File: src/rtl/seg_pkg.sv
// Character codes and active-low glyphs shared by the seven-segment message scanner.
package seg_pkg;

    localparam int unsigned CODE_W = 5;

    localparam logic [CODE_W-1:0] CH_L     = 5'h10;
    localparam logic [CODE_W-1:0] CH_U     = 5'h11;
    localparam logic [CODE_W-1:0] CH_F     = 5'h12;
    localparam logic [CODE_W-1:0] CH_O     = 5'h13;
    localparam logic [CODE_W-1:0] CH_P     = 5'h14;
    localparam logic [CODE_W-1:0] CH_E     = 5'h15;
    localparam logic [CODE_W-1:0] CH_N     = 5'h16;
    localparam logic [CODE_W-1:0] CH_DASH  = 5'h17;
    localparam logic [CODE_W-1:0] CH_BLANK = 5'h1F;

    // Glyphs are {a,b,c,d,e,f,g}; a 0 bit lights the segment.
    localparam logic [6:0] GLYPH_L     = 7'b1110001;
    localparam logic [6:0] GLYPH_U     = 7'b1000001;
    localparam logic [6:0] GLYPH_F     = 7'b0111000;
    localparam logic [6:0] GLYPH_O     = 7'b0000001;
    localparam logic [6:0] GLYPH_P     = 7'b0011000;
    localparam logic [6:0] GLYPH_E     = 7'b0110000;
    localparam logic [6:0] GLYPH_N     = 7'b1101010;
    localparam logic [6:0] GLYPH_DASH  = 7'b1111110;
    localparam logic [6:0] GLYPH_BLANK = 7'b1111111;

    function automatic logic [6:0] hex_glyph(input logic [3:0] val);
        logic [6:0] g;
        case (val)
            4'h0:    g = 7'b0000001;
            4'h1:    g = 7'b1001111;
            4'h2:    g = 7'b0010010;
            4'h3:    g = 7'b0000110;
            4'h4:    g = 7'b1001100;
            4'h5:    g = 7'b0100100;
            4'h6:    g = 7'b0100000;
            4'h7:    g = 7'b0001111;
            4'h8:    g = 7'b0000000;
            4'h9:    g = 7'b0000100;
            4'hA:    g = 7'b0001000;
            4'hB:    g = 7'b1100000;
            4'hC:    g = 7'b0110001;
            4'hD:    g = 7'b1000010;
            4'hE:    g = 7'b0110000;
            4'hF:    g = 7'b0111000;
            default: g = GLYPH_BLANK;
        endcase
        return g;
    endfunction

endpackage

File: src/rtl/seg_glyph_rom.sv
// Combinational character-code to segment-pattern decoder with selectable output polarity.
module seg_glyph_rom
    import seg_pkg::*;
#(
    parameter bit SEG_ACTIVE_LOW = 1'b1
) (
    input  logic [CODE_W-1:0] code_i,
    output logic [6:0]        pattern_o
);

    logic [6:0] glyph_lo;

    always_comb begin
        glyph_lo = GLYPH_BLANK;
        if (!code_i[CODE_W-1]) begin
            glyph_lo = hex_glyph(code_i[3:0]);
        end else begin
            case (code_i)
                CH_L:    glyph_lo = GLYPH_L;
                CH_U:    glyph_lo = GLYPH_U;
                CH_F:    glyph_lo = GLYPH_F;
                CH_O:    glyph_lo = GLYPH_O;
                CH_P:    glyph_lo = GLYPH_P;
                CH_E:    glyph_lo = GLYPH_E;
                CH_N:    glyph_lo = GLYPH_N;
                CH_DASH: glyph_lo = GLYPH_DASH;
                default: glyph_lo = GLYPH_BLANK;
            endcase
        end
    end

    assign pattern_o = SEG_ACTIVE_LOW ? glyph_lo : ~glyph_lo;

endmodule

File: src/rtl/seg_msg_scanner.sv
// Multiplexed N-digit seven-segment driver with frame-synchronous message commit.
// Optional digit blinking is built when SEG_BLINK_EN is defined.
module seg_msg_scanner
    import seg_pkg::*;
#(
    parameter int unsigned NUM_DIGITS     = 4,
    parameter int unsigned SCAN_DIV       = 50000,
    parameter bit          SEG_ACTIVE_LOW = 1'b1,
    parameter bit          AN_ACTIVE_LOW  = 1'b1,
    parameter int unsigned BLINK_FRAMES   = 32
) (
    input  logic                         clk,
    input  logic                         rst_n,
    input  logic                         msg_valid,
    output logic                         msg_ready,
    input  logic [NUM_DIGITS*CODE_W-1:0] msg_data,
`ifdef SEG_BLINK_EN
    input  logic [NUM_DIGITS-1:0]        blink_mask,
`endif
    output logic [6:0]                   seg,
    output logic [NUM_DIGITS-1:0]        an,
    output logic                         frame_done
);

    localparam int unsigned IDX_W = (NUM_DIGITS > 1) ? $clog2(NUM_DIGITS) : 1;
    localparam int unsigned CNT_W = $clog2(SCAN_DIV);
    localparam int unsigned BUF_W = NUM_DIGITS * CODE_W;

    localparam logic [CNT_W-1:0]      CNT_MAX   = CNT_W'(SCAN_DIV - 1);
    localparam logic [IDX_W-1:0]      IDX_MAX   = IDX_W'(NUM_DIGITS - 1);
    localparam logic [6:0]            SEG_OFF   = {7{SEG_ACTIVE_LOW}};
    localparam logic [NUM_DIGITS-1:0] AN_OFF    = {NUM_DIGITS{AN_ACTIVE_LOW}};
    localparam logic [BUF_W-1:0]      BUF_BLANK = {NUM_DIGITS{CH_BLANK}};

    if (NUM_DIGITS < 1 || NUM_DIGITS > 8) begin : g_bad_num_digits
        $error("seg_msg_scanner: NUM_DIGITS must be 1..8");
    end
    if (SCAN_DIV < 2) begin : g_bad_scan_div
        $error("seg_msg_scanner: SCAN_DIV must be >= 2");
    end
    if (BLINK_FRAMES < 1) begin : g_bad_blink_frames
        $error("seg_msg_scanner: BLINK_FRAMES must be >= 1");
    end

    logic [CNT_W-1:0]      cnt_q, cnt_d;
    logic [IDX_W-1:0]      idx_q, idx_d;
    logic [BUF_W-1:0]      shadow_q, shadow_d;
    logic [BUF_W-1:0]      active_q, active_d;
    logic                  pending_q, pending_d;
    logic [6:0]            seg_q, seg_d;
    logic [NUM_DIGITS-1:0] an_q, an_d;
    logic                  frame_done_q, frame_done_d;

    logic                  tick, wrap, accept, commit, show;
    logic [CODE_W-1:0]     cur_code;
    logic [6:0]            cur_pattern;

    seg_glyph_rom #(
        .SEG_ACTIVE_LOW(SEG_ACTIVE_LOW)
    ) u_glyph_rom (
        .code_i   (cur_code),
        .pattern_o(cur_pattern)
    );

    always_comb begin
        tick   = (cnt_q == CNT_MAX);
        wrap   = tick && (idx_q == IDX_MAX);
        accept = msg_valid && !pending_q;
        // Commit uses the pending flag from before this edge, so a same-cycle accept waits a frame.
        commit = wrap && pending_q;

        cnt_d = tick ? '0 : cnt_q + CNT_W'(1);
        idx_d = idx_q;
        if (tick) begin
            idx_d = wrap ? '0 : idx_q + IDX_W'(1);
        end

        shadow_d  = accept ? msg_data : shadow_q;
        active_d  = commit ? shadow_q : active_q;
        pending_d = pending_q;
        if (accept) begin
            pending_d = 1'b1;
        end else if (commit) begin
            pending_d = 1'b0;
        end

        cur_code = CH_BLANK;
        for (int unsigned i = 0; i < NUM_DIGITS; i++) begin
            if (idx_q == IDX_W'(i)) begin
                cur_code = active_q[i*CODE_W +: CODE_W];
            end
        end

        // Each tick latches the digit the index points at, then the index moves on.
        seg_d = seg_q;
        an_d  = an_q;
        if (tick) begin
            seg_d = show ? cur_pattern : SEG_OFF;
            for (int unsigned i = 0; i < NUM_DIGITS; i++) begin
                an_d[i] = (idx_q == IDX_W'(i)) ^ AN_ACTIVE_LOW;
            end
        end

        frame_done_d = wrap;
    end

    always_ff @(posedge clk or negedge rst_n) begin
        if (!rst_n) begin
            cnt_q        <= '0;
            idx_q        <= '0;
            shadow_q     <= BUF_BLANK;
            active_q     <= BUF_BLANK;
            pending_q    <= 1'b0;
            seg_q        <= SEG_OFF;
            an_q         <= AN_OFF;
            frame_done_q <= 1'b0;
        end else begin
            cnt_q        <= cnt_d;
            idx_q        <= idx_d;
            shadow_q     <= shadow_d;
            active_q     <= active_d;
            pending_q    <= pending_d;
            seg_q        <= seg_d;
            an_q         <= an_d;
            frame_done_q <= frame_done_d;
        end
    end

`ifdef SEG_BLINK_EN
    localparam int unsigned      FCNT_W   = (BLINK_FRAMES > 1) ? $clog2(BLINK_FRAMES) : 1;
    localparam logic [FCNT_W-1:0] FCNT_MAX = FCNT_W'(BLINK_FRAMES - 1);

    logic [NUM_DIGITS-1:0] mask_shadow_q, mask_shadow_d;
    logic [NUM_DIGITS-1:0] mask_active_q, mask_active_d;
    logic [FCNT_W-1:0]     fcnt_q, fcnt_d;
    logic                  phase_on_q, phase_on_d;
    logic                  cur_mask;

    always_comb begin
        mask_shadow_d = accept ? blink_mask : mask_shadow_q;
        mask_active_d = commit ? mask_shadow_q : mask_active_q;
        fcnt_d        = fcnt_q;
        phase_on_d    = phase_on_q;
        if (wrap) begin
            if (fcnt_q == FCNT_MAX) begin
                fcnt_d     = '0;
                phase_on_d = !phase_on_q;
            end else begin
                fcnt_d = fcnt_q + FCNT_W'(1);
            end
        end

        cur_mask = 1'b0;
        for (int unsigned i = 0; i < NUM_DIGITS; i++) begin
            if (idx_q == IDX_W'(i)) begin
                cur_mask = mask_active_q[i];
            end
        end
    end

    always_ff @(posedge clk or negedge rst_n) begin
        if (!rst_n) begin
            mask_shadow_q <= '0;
            mask_active_q <= '0;
            fcnt_q        <= '0;
            phase_on_q    <= 1'b1;
        end else begin
            mask_shadow_q <= mask_shadow_d;
            mask_active_q <= mask_active_d;
            fcnt_q        <= fcnt_d;
            phase_on_q    <= phase_on_d;
        end
    end

    // Masked digits go dark in the off phase but keep their anode slot.
    assign show = phase_on_q || !cur_mask;
`else
    assign show = 1'b1;
`endif

    assign msg_ready  = !pending_q;
    assign seg        = seg_q;
    assign an         = an_q;
    assign frame_done = frame_done_q;

endmodule

File: config.mk
export PLATFORM = sky130hd
export DESIGN_NAME = seg_msg_scanner
export DESIGN_NICKNAME = d
export VERILOG_FILES = /design/src/rtl/seg_pkg.sv /design/src/rtl/seg_glyph_rom.sv /design/src/rtl/seg_msg_scanner.sv
export SDC_FILE = /design/constraint.sdc
export NUM_CORES = 1
export LEC_CHECK = 0
export ABC_AREA = 1
export BUFFER_PORTS_ARGS = -buffer_cell sky130_fd_sc_hd__buf_2
export CORE_AREA = 2 2 79 81
export CTS_BUF_LIST = sky130_fd_sc_hd__clkbuf_8
export DETAILED_ROUTE_END_ITERATION = 8
export DIE_AREA = 0 0 81 83
export PLACE_DENSITY = 0.87
export RECOVER_POWER = 100
export SETUP_SLACK_MARGIN = 0.3
export SLEW_MARGIN = 15
export SYNTH_ARGS = -nofsm -noshare
export SYNTH_HDL_FRONTEND = slang
export SYNTH_SLANG_ARGS = --single-unit
File: constraint.sdc
create_clock -name clk -period 5.24 [get_ports clk]
set_clock_uncertainty 0.15 [all_clocks]
set_input_delay 1.048 -clock clk [delete_from_list [all_inputs] [get_ports clk]]
set_output_delay 1.048 -clock clk [all_outputs]
set_load 0.05 [all_outputs]
==> impl_metrics.py, run 1 <==
metrics = {
    "cells_and_area": {
        "fin_cells": 547,
        "layout-drive-gt1-share": 0.239,
        "diodes": 0,
        "stdcell_area_um2": 4050,
        "final-seq-area_um2": 1840,
        "multi_input_area_um2": 1490,
        "nFillCells": 496,
        "nets": 503,
        "utilization": 0.696,
        "area_delta_synth_final_pct": 7.95,
    },
    "timing": {
        "max_freq_ghz": 0.311,
        "setup_viol": 0,
        "finalHoldViolations": 0,
        "fin_ws_ps": 2020,
        "holdWs_ps": 311,
        "finalCritPeriodShare": 0.615,
        "slew_violations": 0,
        "rsz0062_at_grt": "no",
        "fin_setup_tns_ps": 0,
        "finalCriticalPeriod_ps": 3220,
        "worst_slew_pin_slew_ps": 1460,
        "relSlewSlack": 0.0294,
    },
    "logic_synthesis": {
        "async_flop_share": 1.00,
        "yosysTopAreaCell": "dfstp_2",
        "yosys_warnings": 0,
        "synth_area_per_cell_um2": 8.65,
        "yosys.area.top_type_share": 0.358,
        "ys_types": 31,
        "ys_seq_elements": 71,
        "synth_area_leaders": "dfstp_2, dfrtp_1, nand2_1",
        "syn_nets": 469,
        "synth_edf_count": 0,
        "synth-main-ff-cell": "dfstp_2",
        "yosysSeqAreaShare": 0.491,
        "netlist_area_um2": 3750,
        "synthTopCellsByCount": "nand2_1, inv_1, dfstp_2, nor2_1, nand3_1",
        "synth_most_common_cell": "nand2_1",
        "syn_inst": 433,
    },
    "place": {
        "placed_area_um2": 3940,
        "place_ws_ps": 2670,
        "port_buffers": 35,
        "hpwl_mm": 5.09,
        "dp.cells": 531,
        "globalplace.congestion": 0.929,
    },
    "cts": {
        "cts_root_buf": "clkbuf_8",
        "clk_latency_ps": 340,
        "cts-buffers-inserted": 9,
        "holdBufCountCts": 0,
        "cts_setup_buffers": 0,
        "cts_resized": 0,
        "cts_tree": "yes",
        "cts.sinks": 71,
        "h-tree-depth": 3,
        "cts_buffer_depth": 2,
        "path_clk_slew_ps": 70,
    },
    "status": {
        "status": "completed",
    },
    "route": {
        "drt-initial-drc-count": 119,
        "drt-wirelength-per-cell_um": 12.9,
        "drc": 0,
        "viasPerCell": 5.33,
        "drtPass1Iterations": 4,
        "wirelength_mm": 7.04,
        "vias": 2918,
        "drtAntennaViolNets": 0,
    },
    "floorplanning": {
        "die_h_um": 83,
        "coreArea_um2": 5820,
        "start_util": 0.644,
        "placementRows": 28,
        "die-area_um2": 6720,
        "pin_count": 36,
        "die_w_um": 81,
    },
    "grt": {
        "grt_use_total": 0.230,
        "grt_max_degree": 45,
        "grt_pass1_wl_mm": 12.2,
        "antenna_found_initial": 0,
        "grt_pass1_vias": 2788,
        "gr-total-overflow": 0,
    },
    "power": {
        "sw_frac_of_total": 0.208,
        "power_frac_comb": 0.036,
        "p_sw_mw": 0.234,
        "intPower_mw": 0.889,
        "power.share.sequential": 0.522,
        "report.power.total_mw": 1.12,
        "power.density_nw_per_um2": 277,
        "clkPwrFrac": 0.442,
        "leakagePower_nw": 2.00,
        "irDropWorstVdd_v": 0.000208,
    },
    "worst_setup_path": {
        "worst-path-buf-inv": 0,
        "cp_top_family": "simple AND/OR/NAND/NOR gates",
        "cp_cell_sequence": "ha_1 > nand3_1 > nor2_1 > nand2_1 > nor2_1 > nand2_1 > o21ai_0",
        "crit_fanout": 36,
        "cp_data_arrival_time_ps": 3310,
        "cp_slowest_cell": "nand2_1",
        "end_kind": "flop",
        "path_class": "reg2reg",
        "critPathLaunchType": "flop",
        "slowest_delay_ps": 780,
        "required_ps": 5320,
    },
    "flow_run": {
        "drv_cap": 0,
    },
    "worst_hold_path": {
        "hold_class": "reg2reg",
    },
}
worst paths after layout:
| kind | from | slack [ps] | endpoint | cells after the start |
|---|---|---|---|---|
| max | cnt_q[0] | 2020 | active_q[19] | 7 |
| min | cnt_q[0] | 310 | cnt_q[0] | 1 |
| max reg2reg | cnt_q[0] | 2020 | active_q[19] | 7 |
| min reg2reg | cnt_q[0] | 310 | cnt_q[0] | 1 |
| max in group asynchronous | rst_n | 2800 | shadow_q[10] | 2 |
| min in group asynchronous | rst_n | 890 | cnt_q[15] | 1 |
layer usage:
layer  track usage  vias up  part of all wire
li1              -     1444                 -
met1         0.291     1352              0.44
met2         0.379      100              0.49
met3        0.0391       22             0.050
met4         0.106        0             0.025
met5             0        -                 0
cell families after synthesis:
group | Yosys count | synth area share
muxes | 5 | 0.0150
AOI/OAI and AO/OA | 59 | 0.0962
xor gates and xnor gates | 8 | 0.0187
DFF | 71 | 0.491
adders and majority gates | 13 | 0.0434
buffers and inverters | 73 | 0.0835
and+or+nand+nor | 204 | 0.252
cells in the final DEF, fill, tap and decap left out, types with 2 or more instances in the layout:
cell type | netlist | layout
dfrtp_1 | 20 | 20
inv_2 | 8 | 6
mux2_2 | 5 | 5
inv_1 | 52 | 54
nand4_1 | 6 | 6
nand3_1 | 36 | 37
nor2_1 | 45 | 48
nand2_2 | 13 | 11
nor4_1 | 3 | 3
nor3_1 | 5 | 5
ha_1 | 13 | 13
dfstp_2 | 51 | 51
clkbuf_1 | 4 | 15
a21oi_1 | 30 | 30
o21ai_0 | 10 | 25
xor2_1 | 7 | 7
clkbuf_8 | 0 | 11
buf_2 | 4 | 20
nand2_1 | 88 | 92
bufinv_16 | 0 | 2
layout make-up:
class / instances / area share
Clock buffer: 11 / 0.0374
Clock inverter: 5 / 0.0195
Inverter: 60 / 0.0557
Multi-Input combinational cell: 289 / 0.369
Sequential cell: 71 / 0.455
Tap cell: 75 / 0.0232
Timing Repair Buffer: 36 / 0.0405
registers in the layout, indices dropped and copies added (netlist names):
signal      count
an              4
seg             7
active_q       20
pending_q       1
frame_done      1
cnt_q          16
idx_q           2
shadow_q       20
power by group through the flow:
stage / Clock (mW) / Combinational, mW / Sequential [mW]
after detailed placement: 0 / 0.0444 / 0.595
after global routing: 0.527 / 0.0463 / 0.588
after global placement: 0 / 0.0416 / 0.594
after CTS: 0.504 / 0.0447 / 0.586
final: 0.496 / 0.0401 / 0.586
after floorplan: 0 / 0.0208 / 0.593
No activity file was read; power rests on OpenSTA's default activity.
==> inputs of run 2 (changes only) <==
--- a/config.mk
+++ b/config.mk
@@ -5,13 +5,13 @@
 export SDC_FILE = /design/constraint.sdc
 export NUM_CORES = 1
 export LEC_CHECK = 0
-export ABC_AREA = 1
+export ABC_AREA = 0
 export BUFFER_PORTS_ARGS = -buffer_cell sky130_fd_sc_hd__buf_2
-export CORE_AREA = 2 2 79 81
+export CORE_AREA = 2 2 84 86
 export CTS_BUF_LIST = sky130_fd_sc_hd__clkbuf_8
 export DETAILED_ROUTE_END_ITERATION = 8
-export DIE_AREA = 0 0 81 83
-export PLACE_DENSITY = 0.87
+export DIE_AREA = 0 0 86 88
+export PLACE_DENSITY = 0.79
 export RECOVER_POWER = 100
 export SETUP_SLACK_MARGIN = 0.3
 export SLEW_MARGIN = 15
==> constraint.sdc (replaced) <==
create_clock -name clk -period 2.81 [get_ports clk]
set_clock_uncertainty 0.15 [all_clocks]
set_input_delay 0.562 -clock clk [delete_from_list [all_inputs] [get_ports clk]]
set_output_delay 0.562 -clock clk [all_outputs]
set_load 0.05 [all_outputs]
==> run 2 against run 1 <==
Against the previous run:
- the run now ends with max-capacitance violations, max-slew violations left
- setup slack worse by 1600 ps
- utilization is 7.4 points lower
- first-iteration DRC count is 55% higher
- via count fell by 15%
- cell count decreased by 21%
- worst hold slack got worse by 33 ps
- sequential power increased by 89%
- synthesized cell count down 30%
- die area grew 13%
- register-to-register slack got worse by 1600 ps
- highest routed layer unchanged
==> impl_metrics.py, run 2 <==
metrics = {
    "cts": {
        "cts.sinks": 71,
        "h-tree-depth": 3,
        "cts_root_buf": "clkbuf_8",
        "clk_latency_ps": 350,
        "path_clk_slew_ps": 80,
        "cts_tree": "yes",
        "cts-buffers-inserted": 9,
        "cts_buffer_depth": 2,
        "holdBufCountCts": 0,
    },
    "cells_and_area": {
        "top_regs": "active_q x20, shadow_q x20, cnt_q x16",
        "fin_cells": 434,
        "nets": 385,
        "layout-drive-gt1-share": 0.472,
        "utilization": 0.621,
        "final_cell_mix": "dfstp_2, mux2_2, buf_2",
        "diodes": 0,
        "stdcell_area_um2": 4130,
        "area_delta_synth_final_pct": 14.9,
        "final_common_cell": "dfstp_2",
    },
    "status": {
        "violations": "max-capacitance violations, max-slew violations",
        "status": "complete, but fails checks",
    },
    "route": {
        "drt-wirelength-per-cell_um": 16.2,
        "drt-initial-drc-count": 185,
        "drc": 0,
        "drtPass1Iterations": 4,
        "vias": 2472,
        "viasPerCell": 5.70,
        "drtAntennaViolNets": 0,
        "wirelength_mm": 7.04,
    },
    "timing": {
        "finalHoldViolations": 0,
        "slew_violations": 72,
        "finalCritPeriodShare": 0.868,
        "setup_viol": 0,
        "worst_slew_pin_slew_ps": 1660,
        "max_freq_ghz": 0.410,
        "fin_setup_tns_ps": 0,
        "rsz0062_at_grt": "yes",
        "relSlewSlack": -0.108,
        "finalCriticalPeriod_ps": 2440,
    },
    "power": {
        "intPower_mw": 1.46,
        "power_frac_comb": 0.037,
        "leakagePower_nw": 1.76,
        "report.power.total_mw": 1.87,
        "sw_frac_of_total": 0.219,
        "power.density_nw_per_um2": 453,
        "clkPwrFrac": 0.371,
        "power.share.sequential": 0.592,
        "irDropWorstVdd_v": 0.000334,
        "p_sw_mw": 0.409,
    },
    "worst_setup_path": {
        "cp_slowest_cell": "mux2_1",
        "cp_data_arrival_time_ps": 2560,
        "worst-path-buf-inv": 1,
        "cp_top_family": "simple AND/OR/NAND/NOR gates",
        "path_class": "reg2reg",
        "critPathLaunchType": "flop",
        "slowest_delay_ps": 410,
        "cp_cell_sequence": "ha_1 > and3_1 > nand4_1 > nor2_1 > nand2_1 > clkbuf_2 > mux2_1",
        "end_kind": "flop",
        "crit_fanout": 20,
        "required_ps": 2930,
    },
    "place": {
        "dp.cells": 409,
        "port_buffers": 35,
        "placed_area_um2": 3840,
        "globalplace.congestion": 0.850,
        "hpwl_mm": 4.67,
    },
    "logic_synthesis": {
        "async_flop_share": 1.00,
        "yosysTopAreaCell": "dfstp_2",
        "synth_area_leaders": "dfstp_2, dfrtp_1, mux2_2",
        "ys_seq_elements": 71,
        "yosys.area.top_type_share": 0.373,
        "syn_inst": 301,
        "synth_area_per_cell_um2": 11.9,
        "synth-main-ff-cell": "dfstp_2",
        "syn_nets": 337,
        "ys_types": 52,
        "netlist_area_um2": 3590,
        "synthTopCellsByCount": "dfstp_2, mux2_2, dfrtp_1, nor2_1, nand2_1",
        "synth_most_common_cell": "dfstp_2",
        "yosys_warnings": 0,
        "yosysSeqAreaShare": 0.512,
        "synth_edf_count": 0,
    },
    "floorplanning": {
        "die_w_um": 86,
        "die_h_um": 88,
        "coreArea_um2": 6640,
        "start_util": 0.541,
        "pin_count": 36,
        "die-area_um2": 7570,
        "placementRows": 30,
    },
    "grt": {
        "grt_max_degree": 72,
        "gr-total-overflow": 0,
        "grt_pass1_vias": 2416,
        "grt_use_total": 0.195,
        "antenna_found_initial": 0,
        "grt_pass1_wl_mm": 11.5,
    },
    "flow_run": {
        "drv_cap": 1,
    },
    "worst_hold_path": {
        "hold_class": "in2reg",
    },
}
## run 2: repair_timing
action	4_1_cts	5_1_grt
cloned	0	0
endpoints found under the setup margin	6	7
resized for setup	5	22
setup buffers	0	9
pin swaps	0	7
## run 2: area by class of cell
| class | count | area, µm² |
|---|---|---|
| clock buffer | 10 | 138 |
| multi-input combinational | 204 | 1690 |
| clock inverter | 6 | 30.0 |
| timing repair buffer | 52 | 272 |
| inverter | 11 | 52.6 |
| tap | 80 | 100 |
| sequential | 71 | 1840 |
| fill | 545 | 2520 |
## run 2: layer usage
metal,up-vias,GRT usage,routed length (µm)
li1,1173,-,-
met1,1223,0.247,3150
met2,65,0.307,3440
met3,11,0.0650,343
met4,0,0.0823,108
met5,-,0,0
## run 2: stage by stage
step,setup slack (ps),hold slack [ps]
after CTS,307,76.9
after global placement,242,297
after global routing,192,272
after floorplan,305,116
after detailed placement,133,314
final,371,278
## run 2: path summary, 6_finish.rpt
kind / end / slack, ps / cells after the start / start
max in group asynchronous: idx_q[1] / 810 / 2 / rst_n
worst max register to register: active_q[15] / 370 / 7 / cnt_q[0]
worst min register to register: cnt_q[0] / 320 / 1 / cnt_q[0]
worst min-delay path: pending_q / 280 / 2 / msg_valid
worst max-delay path: active_q[15] / 370 / 7 / cnt_q[0]
min in group asynchronous: cnt_q[10] / 570 / 2 / rst_n
## run 2: power groups by stage
stage	clock network [mW]	logic, mW	registers (mW)
after floorplan	0	0.0346	1.12
after global placement	0	0.0721	1.12
after detailed placement	0	0.0747	1.12
after CTS	0.715	0.0747	1.11
after global routing	0.752	0.0798	1.11
final	0.693	0.0696	1.11
## run 2: cells by family after synthesis
family,after synthesis,share of synthesized area
buf+inv,26,0.0414
fa+ha+maj,13,0.0453
mux,41,0.128
compound gates,46,0.0941
simple gates,89,0.142
xor+xnor,15,0.0366
flops,71,0.512
